**config.mk**
```make
export PLATFORM = sky130hd
export DESIGN_NAME = tpm_buf_arbiter
export DESIGN_NICKNAME = d
export VERILOG_FILES = /design/src/rtl/tpm_buf_arbiter.sv
export SDC_FILE = /design/constraint.sdc
export NUM_CORES = 1
export LEC_CHECK = 0
export BUFFER_PORTS_ARGS = -buffer_cell sky130_fd_sc_hd__buf_2
export CAP_MARGIN = 15
export CORE_UTILIZATION = 49
export CTS_BUF_LIST = sky130_fd_sc_hd__clkbuf_4
export DETAILED_ROUTE_END_ITERATION = 10
export PLACE_DENSITY_LB_ADDON = 0.15
export SYNTH_ARGS = -nofsm -noshare
export SYNTH_HDL_FRONTEND = slang
export SYNTH_SLANG_ARGS = --single-unit
```
**constraint.sdc**
```tcl
create_clock -name clk_i -period 2.1 [get_ports clk_i]
set_input_delay 0 -clock clk_i [delete_from_list [all_inputs] [get_ports clk_i]]
set_output_delay 0 -clock clk_i [all_outputs]
set_load 0.05 [all_outputs]
```
**src/rtl/tpm_buf_arbiter.sv**
```systemverilog
// rtl/tpm_buf_arbiter.sv - WB/DP round-robin arbiter for the TPM buffer RAM (option macro: TPM_BUF_EXEC_LOCK_EN)
module tpm_buf_arbiter #(
  parameter int BUF_ADDR_WIDTH = 11,
  parameter int RAM_RD_LATENCY = 1
) (
  input  logic                      clk_i,
  input  logic                      rstn_i,
  input  logic [BUF_ADDR_WIDTH-1:0] wb_adr_i,
  input  logic [31:0]               wb_dat_i,
  input  logic [3:0]                wb_sel_i,
  input  logic                      wb_we_i,
  input  logic                      wb_stb_i,
  input  logic                      wb_cyc_i,
  output logic [31:0]               wb_dat_o,
  output logic                      wb_ack_o,
  output logic                      wb_err_o,
  input  logic [BUF_ADDR_WIDTH-1:0] dp_addr_i,
  input  logic [7:0]                dp_wdata_i,
  input  logic                      dp_we_i,
  input  logic                      dp_req_i,
  output logic [7:0]                dp_rdata_o,
  output logic                      dp_ack_o,
  output logic                      dp_err_o,
  input  logic                      exec_i,
  output logic [BUF_ADDR_WIDTH-3:0] ram_a_o,
  output logic [31:0]               ram_wd_o,
  output logic [3:0]                ram_wen_o,
  input  logic [31:0]               ram_rd_i
);

  typedef enum logic [1:0] {IDLE, ACC, WAIT, RESP} state_t;

  localparam logic GNT_WB = 1'b0;
  localparam logic GNT_DP = 1'b1;

  state_t     state;
  logic       last_grant;
  logic       owner_dp;
  logic       abort;
  logic [1:0] lane;

  logic wb_req;
  logic dp_req;
  logic grant_any;
  logic grant_dp;
  logic owner_drop;
  logic illegal;

  // Address byte-offset bits of the WB port and exec_i (when unlocked) carry no function.
  logic unused_bits;
  assign unused_bits = &{1'b0, exec_i, wb_adr_i[1:0]};

  // Request qualification, round-robin pick and ownership check for the IDLE grant.
  always_comb begin
    wb_req     = wb_cyc_i & wb_stb_i & ~wb_ack_o & ~wb_err_o;
    dp_req     = dp_req_i & ~dp_ack_o & ~dp_err_o;
    grant_any  = wb_req | dp_req;
    grant_dp   = dp_req & (~wb_req | (last_grant == GNT_WB));
    owner_drop = owner_dp ? ~dp_req_i : ~wb_cyc_i;
`ifdef TPM_BUF_EXEC_LOCK_EN
    illegal    = grant_dp ? exec_i : ~exec_i;
`else
    illegal    = 1'b0;
`endif
  end

  // Transaction FSM; every output is a register so no input reaches an output combinationally.
  always_ff @(posedge clk_i or negedge rstn_i) begin
    if (!rstn_i) begin
      state      <= IDLE;
      last_grant <= GNT_WB;
      owner_dp   <= 1'b0;
      abort      <= 1'b0;
      lane       <= 2'd0;
      wb_dat_o   <= 32'd0;
      wb_ack_o   <= 1'b0;
      wb_err_o   <= 1'b0;
      dp_rdata_o <= 8'd0;
      dp_ack_o   <= 1'b0;
      dp_err_o   <= 1'b0;
      ram_a_o    <= '0;
      ram_wd_o   <= 32'd0;
      ram_wen_o  <= 4'd0;
    end else begin
      wb_ack_o <= 1'b0;
      dp_ack_o <= 1'b0;
      wb_err_o <= 1'b0;
      dp_err_o <= 1'b0;
      case (state)
        IDLE: begin
          if (grant_any) begin
            last_grant <= grant_dp;
            owner_dp   <= grant_dp;
            abort      <= 1'b0;
            lane       <= dp_addr_i[1:0];
            if (illegal) begin
              // Refused owner: error pulse next cycle, RAM untouched, stay in IDLE.
              wb_err_o <= ~grant_dp;
              dp_err_o <= grant_dp;
            end else if (grant_dp) begin
              ram_a_o   <= dp_addr_i[BUF_ADDR_WIDTH-1:2];
              ram_wd_o  <= {4{dp_wdata_i}};
              ram_wen_o <= dp_we_i ? (4'b0001 << dp_addr_i[1:0]) : 4'd0;
              state     <= ACC;
            end else begin
              ram_a_o   <= wb_adr_i[BUF_ADDR_WIDTH-1:2];
              ram_wd_o  <= wb_dat_i;
              ram_wen_o <= wb_we_i ? wb_sel_i : 4'd0;
              state     <= ACC;
            end
          end
        end
        ACC: begin
          // RAM samples at the end of this cycle; the write strobe lasts exactly one cycle.
          ram_wen_o <= 4'd0;
          abort     <= abort | owner_drop;
          state     <= (RAM_RD_LATENCY > 1) ? WAIT : RESP;
        end
        WAIT: begin
          abort <= abort | owner_drop;
          state <= RESP;
        end
        RESP: begin
          state <= IDLE;
          if (!(abort | owner_drop)) begin
            if (owner_dp) begin
              dp_ack_o   <= 1'b1;
              dp_rdata_o <= ram_rd_i[{lane, 3'b000} +: 8];
            end else begin
              wb_ack_o <= 1'b1;
              wb_dat_o <= ram_rd_i;
            end
          end
        end
        default: state <= IDLE;
      endcase
    end
  end

endmodule

```
==> metrics.yaml, run 1 <==
cp-end-kind: "register"
relSlewSlack_pct: 62.6
ys_ff_latch: 93
finalCritPeriodShare_pct: 85.3
start_util_pct: 51.5
layout.cells.most_common: "buf_2"
synth_warnings: 0
totalWireLength_um: 11800
fmax_mhz: 558
status: "completed"
row_count: 33
syn_area_per_cell_um2: 12.6
hold_path_depth: 5
core_area_um2: 8340
crit_cells: 5
crit_fanout: 46
final_cell_mix: "buf_2 (188), dlygate4sd3_1 (100), dfrtp_1 (93), nand2_1 (47), mux2i_1 (42)"
cp-start-kind: "register"
ir_drop_v: 0.00130
cts_tree: "built"
dp_hpwl_um: 7130
nFillCells: 565
crit_type: "reg2reg"
die_w_um: 95.6
synth_cell_type_count: 31
path_buf_inv: 1
grt_max_degree: 83
async_flop_share_pct: 100
critPathArrivalTime_ps: 2100
grt_pass1_wl_um: 17900
vias: 3747
powerDensity_nw_per_um2: 1520
grt_pass1_vias: 3815
wl_per_cell_um: 16.1
path_clk_slew_ps: 130
htreeDepth: 3
worstMarginPinSlew_ps: 560
ctsLongestPathBuffers: 2
placement.io_buffers: 189
cap_viol_max_count: 0
die_h_um: 95.6
drt_pass1_iterations: 4
area_growth_pct: 49.0
grtUsageMet2_pct: 47.1
antenna_found_initial: 0
r2r_cells: 5
cts.sinks: 93
drt_iter0_drc: 129
ys_seq_area_share_pct: 54.2
worstPathCellList: "and3b_1 -> a21o_4 -> buf_12 -> a31oi_1 -> o32ai_1"
cts_root_buf: "clkbuf_4"
rsz0062_at_grt: "false"
hold_viol: 0
io_pins: 195
drc: 0
fin_skew_ps: 17.9
setup_viol: 0
max_stage_delay_ps: 390
critPathTopFamily: "compound AO/OA/AOI/OAI gates"
grt.busiest_layer: "met2"
fin_tns_setup_ps: 0
post_cts_buffers: 0
grt_util_met3_pct: 6.94
p_leak_nw: 3.26
ant_nets: 0
drive_above_1_share_pct: 41.3
layout_min_cycle_time_ps: 1790
finalNetCount: 730
numCtsBuffers: 9
syn-instance-count: 340
cp.required_ps: 2410
final_core_util_pct: 76.7
slowest_stage: "dfrtp_1"
dieArea_um2: 9140
drt-vias-per-instance: 5.13
slew_violations: 0
ys.flop_type: "dfrtp_1"
use_met1_pct: 29.0
grt-ovfl-total: 0
grt_util_all_layers_pct: 26.2
synth-edff-count: 0
clk_latency_ps: 430
netlist_area_um2: 4290
hp-class: "in2reg"
n_antenna_cell: 0
gp_congestion: 0.727
where the power goes:
group	switching [mW]	internal (mW)
registers	0.530	2.60
clock network	0.594	0.356
logic	3.97	1.64
total	5.09	4.60
timing repair:
| action | CTS | global route |
|---|---|---|
| endpoints found under the hold margin | 137 | 0 |
| gates resized for setup | 0 | 0 |
| endpoints found under the setup margin | 0 | 0 |
| hold buffers | 100 | 0 |
state kept, by name, indices dropped and copies added, names as in the netlist:
name and count:
lane 2, abort 1, ram_wen_o 4, ram_wd_o 32, wb_ack_o 1, wb_dat_o 32, state 2, ram_a_o 9
owner_dp 1, dp_ack_o 1, dp_rdata_o 8
per-layer routing:
layer / vias up / share of wire, %
li1: 1768 / -
met1: 1818 / 39
met2: 133 / 53
met3: 28 / 5.4
met4: 0 / 2.3
met5: - / 0
path summary, 6_finish.rpt:
| kind | start | endpoint | slack (ps) |
|---|---|---|---|
| min in group asynchronous | rstn_i | ram_a_o[4] | 100 |
| max in group asynchronous | rstn_i | ram_wd_o[14] | 1350 |
| worst min-delay path | dp_we_i | ram_wen_o[3] | 80 |
| worst max register to register | wb_ack_o | ram_wen_o[1] | 310 |
| worst max-delay path | wb_ack_o | ram_wen_o[1] | 310 |
| worst min register to register | ram_wd_o[27] | ram_wd_o[27] | 500 |
Yosys cell counts, types with 5 or more instances:
cell type  instances  share of area (%)
buf_12             5                2.3
buf_2              7               0.82
buf_4              5               0.87
clkbuf_1           7               0.61
dfrtp_1           93                 54
inv_1              9               0.79
mux2_2            41                 11
mux2i_1           42                9.8
mux4_2             8                4.2
nand2_1           47                4.1
o21ai_0            5               0.58
o21ai_1           39                4.5
tightest hold or removal path, stage by stage:
cell,delay [ps]
buf_2,100
nand2_1,70
a2111oi_0,60
a31oi_1,150
o32ai_1,80
cell families after synthesis:
logic type	after synthesis	synth area share [%]
mux	91	24.8
fa+ha+maj	4	1.17
flops	93	54.2
simple gates	56	5.54
buf+inv	34	5.69
compound gates	61	8.54
other cells	1	0.0874
through the flow:
step / std cells / area (um2) / setup slack (ps) / hold WS, ps / total power, mW
after CTS: 730 / 6390 / 292 / 48.5 / 9.67
after global placement: 614 / 5260 / 414 / 26.2 / 8.44
after floorplan: 341 / 4300 / 319 / -296 / 7.32
after detailed placement: 614 / 5260 / 328 / 34.3 / 8.56
final: 730 / 6390 / 309 / 82.7 / 9.69
after global routing: 730 / 6390 / 234 / 55.8 / 10.2
cell type report:
| type | instances | area, um2 | share of cell area [%] |
|---|---|---|---|
| tap | 105 | 131 | 2.05 |
| inverter | 9 | 33.8 | 0.528 |
| sequential | 93 | 2330 | 36.4 |
| timing repair buffer | 293 | 2030 | 31.7 |
| clock buffer | 9 | 67.6 | 1.06 |
| clock inverter | 7 | 66.3 | 1.04 |
| multi-input combinational | 214 | 1740 | 27.2 |
Power figures use the tool's default switching activity.
==> run 2: changes to the inputs <==
--- a/config.mk
+++ b/config.mk
@@ -10,7 +10,9 @@
 export CORE_UTILIZATION = 49
 export CTS_BUF_LIST = sky130_fd_sc_hd__clkbuf_4
 export DETAILED_ROUTE_END_ITERATION = 10
+export HOLD_SLACK_MARGIN = 0.08
 export PLACE_DENSITY_LB_ADDON = 0.15
+export REMOVE_ABC_BUFFERS = 1
 export SYNTH_ARGS = -nofsm -noshare
 export SYNTH_HDL_FRONTEND = slang
 export SYNTH_SLANG_ARGS = --single-unit
==> run 2 against run 1 <==
  * Power is 0.16% higher
  * Utilization is 1.3 points higher
  * Combinational power hardly changed
  * Count of clock-buffer cells in the layout stayed put
  * Register-to-register slack worse by 190 ps
  * Sequential power hardly changed
  * Cell count is 1.6% higher
  * Clock power is 3.3% lower
  * Die area stayed put
  * Clock skew is 2.4 ps higher
  * Worst hold slack better by 130 ps
  * Sequential share of layout area is 0.59 points lower
  * Highest routed layer unchanged
==> metrics.yaml, run 2 (synthesis results as in run 1) <==
path_buf_inv: 1  # unchanged
multi_input_area_um2: 1740  # about the same
max_stage_delay_ps: 560  # +170 ps
timing.final.ws_setup_ps: 117  # -192 ps
final_cell_mix: "buf_2 (188), dlygate4sd3_1 (104), dfrtp_1 (93), nand2_1 (47), mux2i_1 (42)"
clk_latency_ps: 440  # about the same
worstPathCellList: "and3b_2 -> a21o_4 -> mux2i_1 -> dlygate4sd3_1 -> o21ai_0"
row_count: 33  # unchanged
drt-vias-per-instance: 5.10  # -0.72%
antenna_found_initial: 0  # unchanged
critPathTopFamily: "buffers and inverters"
gp_congestion: 0.767  # +5.5%
dieArea_um2: 9140  # unchanged
hp-class: "in2reg"
placement.io_buffers: 189  # unchanged
n_antenna_cell: 0  # unchanged
die_w_um: 95.6  # unchanged
status: "completed"
io_pins: 195  # unchanged
drt_iter0_drc: 104  # -19%
relSlewSlack_pct: 61.0  # -1.6 points
cp-end-kind: "register"
placed_area_um2: 5300  # +0.71%
die_h_um: 95.6  # unchanged
finalCritPeriodShare_pct: 94.4  # +9.1 points
dp_hpwl_um: 7300  # +2.5%
area_growth_pct: 51.5
core_area_um2: 8340  # unchanged
grt-ovfl-total: 0  # unchanged
start_util_pct: 51.5  # unchanged
rsz0062_at_grt: "false"
area.sequential_um2: 2330  # unchanged
grt_util_all_layers_pct: 27.3  # +1.1 points
drt_pass1_iterations: 4  # unchanged
pre_cts_ws_ps: 346  # +18.6 ps
layout.cells.most_common: "buf_2"
cp-start-kind: "register"
vias: 3781  # +0.91%
drive_above_1_share_pct: 42.2  # +0.95 points
powerDensity_nw_per_um2: 1490  # -1.5%
cap_viol_max_count: 0  # unchanged
path_clk_slew_ps: 150  # +20 ps
fin_skew_ps: 20.2  # +2.36 ps
cts_tree: "built"
layout_min_cycle_time_ps: 1980  # +192 ps
critPathArrivalTime_ps: 2300  # +200 ps
grt_pass1_wl_um: 18800  # +4.8%
p_leak_nw: 3.32  # +1.8%
top_regs: "ram_wd_o (32), wb_dat_o (32), ram_a_o (9)"
totalWireLength_um: 12000  # +2.2%
ant_nets: 0  # unchanged
setup_viol: 0  # unchanged
slew_violations: 0  # unchanged
power.total_mw: 9.70  # +0.16%
ctsLongestPathBuffers: 2  # unchanged
drc: 0  # unchanged
cts_root_buf: "clkbuf_4"
fmax_mhz: 504  # -9.7%
nFillCells: 517  # -8.5%
grt_pass1_vias: 4038  # +5.8%
grt_max_degree: 81  # -2.4%
crit_type: "reg2reg"
hold_viol: 0  # unchanged
slowest_stage: "dlygate4sd3_1"
numCtsBuffers: 9  # unchanged
timing.hold.ws_ps: 217  # +135 ps
ir_drop_v: 0.000983  # -24%
htreeDepth: 3  # unchanged
cp.required_ps: 2420  # about the same
cts.sinks: 93  # unchanged
wl_per_cell_um: 16.2  # +0.52%
fin_tns_setup_ps: 0  # unchanged
crit_fanout: 13  # -72%
finalNetCount: 742  # +1.6%
final_cell_area_um2: 6500  # +1.6%
worstMarginPinSlew_ps: 582  # +21.7 ps
run 2: cell types whose count changed in the layout (fill, tap and decap cells not counted):
cell | before | now
inv_8 | 0 | 1
clkinv_4 | 2 | 1
clkinv_1 | 3 | 1
and3b_2 | 0 | 1
and3b_1 | 1 | 0
buf_4 | 1 | 8
dlygate4sd3_1 | 100 | 104
bufinv_16 | 1 | 0
inv_6 | 0 | 3
buf_12 | 4 | 5
run 2: report_power, final:
part | switching, mW | internal [mW] | leakage [nW] | total (mW)
Clock | 0.655 | 0.264 | 0.0669 | 0.919
Sequential | 0.545 | 2.60 | 1.15 | 3.15
Combinational | 3.95 | 1.69 | 2.10 | 5.64
run 2: worst register-to-register path, stage by stage, from the launching register on:
cell,delay [ps]
dfrtp_1,400
and3b_2,330
a21o_4,270
mux2i_1,240
dlygate4sd3_1,560
o21ai_0,70
run 2: timing repair:
| item | CTS | global route |
|---|---|---|
| endpoints found under the setup margin | 0 | 6 |
| buffers inserted | 0 | 2 |
| gates resized for setup | 0 | 1 |
| hold buffers | 105 | 0 |
| hold endpoints to repair | 182 | 0 |
run 2: final cells by class:
type                            instances  share of cell area (%)
Clock buffer                            9                    1.04
Multi-Input combinational cell        214                    26.8
Timing Repair Buffer                  305                    33.0
Inverter                                9                   0.520
Sequential cell                        93                    35.8
Clock inverter                          7                   0.885
Tap cell                              105                    2.02
run 2: worst paths after layout:
path | startpoint | end | slack, ps | cells past startpoint
max | wb_ack_o | ram_a_o[4] | 120 | 5
min | dp_req_i | owner_dp | 220 | 4
max reg2reg | wb_ack_o | ram_a_o[4] | 120 | 5
min reg2reg | ram_a_o[1] | ram_a_o[1] | 500 | 2
max in group asynchronous | rstn_i | ram_a_o[1] | 1130 | 4
min in group asynchronous | rstn_i | dp_rdata_o[6] | 630 | 4
run 2: routing by layer:
layer	vias to the layer above	part of all wire (%)	GRT usage, %
met1	1801	41	32.4
li1	1788	-	-
met4	0	3.7	13.3
met5	-	0	0
met2	159	50	47.2
met3	33	5.1	5.34
run 2: metrics by stage:
stage	cells	util, %
6_report	742	77.9
3_5_place_dp	619	63.5
4_1_cts	740	77.7
3_3_place_gp	619	63.5
5_1_grt	742	77.9
2_1_floorplan	316	-
==> run 3: changes to the inputs <==
--- a/config.mk
+++ b/config.mk
@@ -5,11 +5,11 @@
 export SDC_FILE = /design/constraint.sdc
 export NUM_CORES = 1
 export LEC_CHECK = 0
-export BUFFER_PORTS_ARGS = -buffer_cell sky130_fd_sc_hd__buf_2
 export CAP_MARGIN = 15
-export CORE_UTILIZATION = 49
+export CORE_UTILIZATION = 54
 export CTS_BUF_LIST = sky130_fd_sc_hd__clkbuf_4
 export DETAILED_ROUTE_END_ITERATION = 10
+export DONT_BUFFER_PORTS = 1
 export HOLD_SLACK_MARGIN = 0.08
 export PLACE_DENSITY_LB_ADDON = 0.15
 export REMOVE_ABC_BUFFERS = 1
==> run 3 against run 2 <==
  * The run now fails in 4_1_cts
  * Synthesized cell count did not move
  * Area after synthesis did not move
==> metrics.yaml, run 3 <==
status: "did not finish"
stop_stage: "4_1_cts"
error: "[ERROR RSZ-0060] Max buffer count reached."
synth_top_area_share_pct: 54.2  # unchanged
dp.cells: 428  # -31%
syn-instance-count: 340  # unchanged
synth-adder-area-share_pct: 1.17  # unchanged
cts_hold_buf: 101  # -3.8%
async_flop_share_pct: 100  # unchanged
placed_area_um2: 4370  # -18%
muxShareOfSynthArea_pct: 24.8  # unchanged
placement.io_buffers: 0  # -100%
synthXorXnorAreaFrac_pct: 0  # unchanged
synth_cell_type_count: 31  # unchanged
ys.flop_type: "dfrtp_1"
ys_seq_area_share_pct: 54.2  # unchanged
row_count: 32  # -3.0%
die_w_um: 91.2  # -4.6%
gp_congestion: 0.713  # -7.0%
synth_warnings: 0  # unchanged
ys_ff_latch: 93  # unchanged
yosysMostFrequentCell: "dfrtp_1"
ctsLongestPathBuffers: 2  # unchanged
cts.sinks: 93  # unchanged
synth-edff-count: 0  # unchanged
dp_hpwl_um: 6120  # -16%
synth_top_family_by_area: "multiplexers"
synth.area.top_cells: "dfrtp_1 (54%), mux2_2 (11%), mux2i_1 (9.8%)"
start_util_pct: 55.8  # +4.4 points
post_cts_buffers: 0  # unchanged
pre_cts_ws_ps: 305  # -41.0 ps
syn_area_per_cell_um2: 12.6  # unchanged
netlist_area_um2: 4290  # unchanged
yosys.area_share.simple_pct: 5.54  # unchanged
die_h_um: 91.2  # -4.6%
numCtsBuffers: 9  # unchanged
synth.top_cells.by_count: "dfrtp_1 (93), nand2_1 (47), mux2i_1 (42)"
synth_compound_area_share_pct: 8.54  # unchanged
io_pins: 195  # unchanged
post_cts_resized: 0  # unchanged
cts_root_buf: "clkbuf_4"
htreeDepth: 3  # unchanged
synth_top_cell_by_area: "dfrtp_1"
-- run 3: cell counts after synthesis --
No cell type changed its count.
-- run 3: cells by family after synthesis --
kind of cell | count (synthesis)
AO/OA/AOI/OAI | 61
adder cells (fa/ha/maj) | 4
buffers and inverters | 34
flip-flops | 93
multiplexers | 91
other | 1
AND/OR/NAND/NOR | 56
-- run 3: stage by stage --
| stage | setup TNS [ps] | util [%] |
|---|---|---|
| after detailed placement | 0 | 56.8 |
| after global placement | 0 | 56.8 |
| after floorplan | -87810 | - |
==> run 4: changes to the inputs <==
--- a/config.mk
+++ b/config.mk
@@ -6,11 +6,9 @@
 export NUM_CORES = 1
 export LEC_CHECK = 0
 export CAP_MARGIN = 15
-export CORE_UTILIZATION = 54
-export CTS_BUF_LIST = sky130_fd_sc_hd__clkbuf_4
+export CORE_UTILIZATION = 39
 export DETAILED_ROUTE_END_ITERATION = 10
 export DONT_BUFFER_PORTS = 1
-export HOLD_SLACK_MARGIN = 0.08
 export PLACE_DENSITY_LB_ADDON = 0.15
 export REMOVE_ABC_BUFFERS = 1
 export SYNTH_ARGS = -nofsm -noshare
==> run 4 against run 3 <==
  * The flow now finishes, with violations (hold timing)
==> metrics.yaml, run 4 (synthesis results as in run 1) <==
area.sequential_um2: 2330
drt-vias-per-instance: 5.12
swShare_pct: 52.9
vias: 2986
placement.io_buffers: 0  # unchanged
grt_pass1_wl_um: 16400
core_area_um2: 10500
ir_drop_v: 0.000911
critPathArrivalTime_ps: 2190
violations: "hold timing"
cp-end-kind: "register"
p_leak_nw: 2.56
drt_iter0_drc: 127
cp.required_ps: 2340
htreeDepth: 3  # unchanged
multi_input_area_um2: 1740
totalWireLength_um: 10400
grt-ovfl-total: 0
final_cell_area_um2: 5640
path_clk_slew_ps: 90
placed_area_um2: 4390  # +0.52%
clkPwrFrac_pct: 13.4
slew_violations: 0
ant_nets: 0
area_growth_pct: 31.4
power.total_mw: 9.14
rsz0062_at_grt: "false"
switching_power_mw: 4.84
dp.cells: 461  # +7.7%
hold_viol: 93
finalNetCount: 552
n_antenna_cell: 0
io_pins: 195  # unchanged
antenna_found_initial: 0
wl_per_cell_um: 17.8
crit_type: "reg2reg"
row_count: 37  # +16%
status: "complete, but fails checks"
setup_viol: 0
nFillCells: 923
p_seq_share_pct: 65.2
dieArea_um2: 11400
grt_util_all_layers_pct: 18.8
cell_internal_pwr_mw: 4.31
relSlewSlack_pct: 48.8
cts.sinks: 93  # unchanged
drt_pass1_iterations: 4
drc: 0
dp_hpwl_um: 6550  # +7.0%
cp-start-kind: "register"
layout.cells.most_common: "dlygate4sd3_1"
cap_viol_max_count: 0
fin_tns_setup_ps: 0
instances_no_fill: 583
die_w_um: 107  # +17%
gp_congestion: 0.703  # -1.4%
cts_root_buf: "clkbuf_8"
crit_fanout: 9
top_regs: "ram_wd_o (32), wb_dat_o (32), ram_a_o (9)"
fmax_mhz: 513
worstMarginPinSlew_ps: 765
start_util_pct: 40.8  # -15 points
finalCritPeriodShare_pct: 92.8
cts_tree: "built"
drive_above_1_share_pct: 17.9
powerDensity_nw_per_um2: 1620
die_h_um: 107  # +17%
pwr-share-comb_pct: 21.4
grt_pass1_vias: 3086
ctsLongestPathBuffers: 2  # unchanged
clk_latency_ps: 350
grt_max_degree: 94
numCtsBuffers: 9  # unchanged
fin_skew_ps: 8.47
timing.hold.ws_ps: -665
final_cell_mix: "dlygate4sd3_1 (101), dfrtp_1 (93), nand2_1 (47), mux2i_1 (42), mux2_2 (41)"
layout_min_cycle_time_ps: 1950
hp-class: "in2async"
==> run 4: power by group through the flow <==
stage                     Combinational (mW)  Sequential [mW]  Clock [mW]
final                                   1.96             5.96        1.22
after global placement                  1.70             6.01           0
after floorplan                         1.41             5.77           0
after global routing                    2.19             6.07        1.35
after CTS                               1.94             5.98        1.26
after detailed placement                1.77             6.02           0
==> run 4: repair_timing <==
item	CTS	global route
gates resized for setup	0	0
endpoints found under the hold margin	181	94
hold buffers	100	1
setup buffers	0	5
setup endpoints to repair	0	3
==> run 4: cell type report <==
class,count,area share [%]
inverter,9,0.599
clock inverter,3,0.777
multi-input combinational,214,30.8
sequential,93,41.3
timing repair buffer,115,20.7
clock buffer,13,2.82
tap,136,3.02
==> run 4: metrics by stage <==
stage	setup slack (ps)	utilization [%]
after floorplan	-2280	-
after global placement	340	41.8
after detailed placement	330	41.8
after CTS	59.4	53.2
after global routing	50.7	53.7
final	152	53.7
==> run 4: path summary, 6_finish.rpt <==
check | start | endpoint | slack (ps) | cells after the start
setup / recovery | wb_ack_o | ram_wd_o[7] | 150 | 5
hold / removal | rstn_i | wb_dat_o[24] | -670 | 0
setup reg to reg | wb_ack_o | ram_wd_o[7] | 150 | 5
hold reg to reg | abort | abort | 600 | 2
max in group asynchronous | rstn_i | wb_dat_o[7] | 2560 | 0
min in group clk_i | ram_rd_i[1] | dp_rdata_o[1] | 20 | 2
==> run 4: per-layer routing <==
metal  GRT usage [%]  share of wire, %  up-vias
li1                -                 -     1406
met1            22.4                42     1457
met2            31.8                50      102
met3            4.98               5.5       21
met4            8.32               2.5        0
met5               0                 0        -
==> run 4: critical path, stage by stage, from the launching register on <==
cell and delay [ps]:
dfrtp_1 380, and3b_1 380, a21o_4 240, mux2i_1 230, dlygate4sd3_1 570, o21ai_1 50
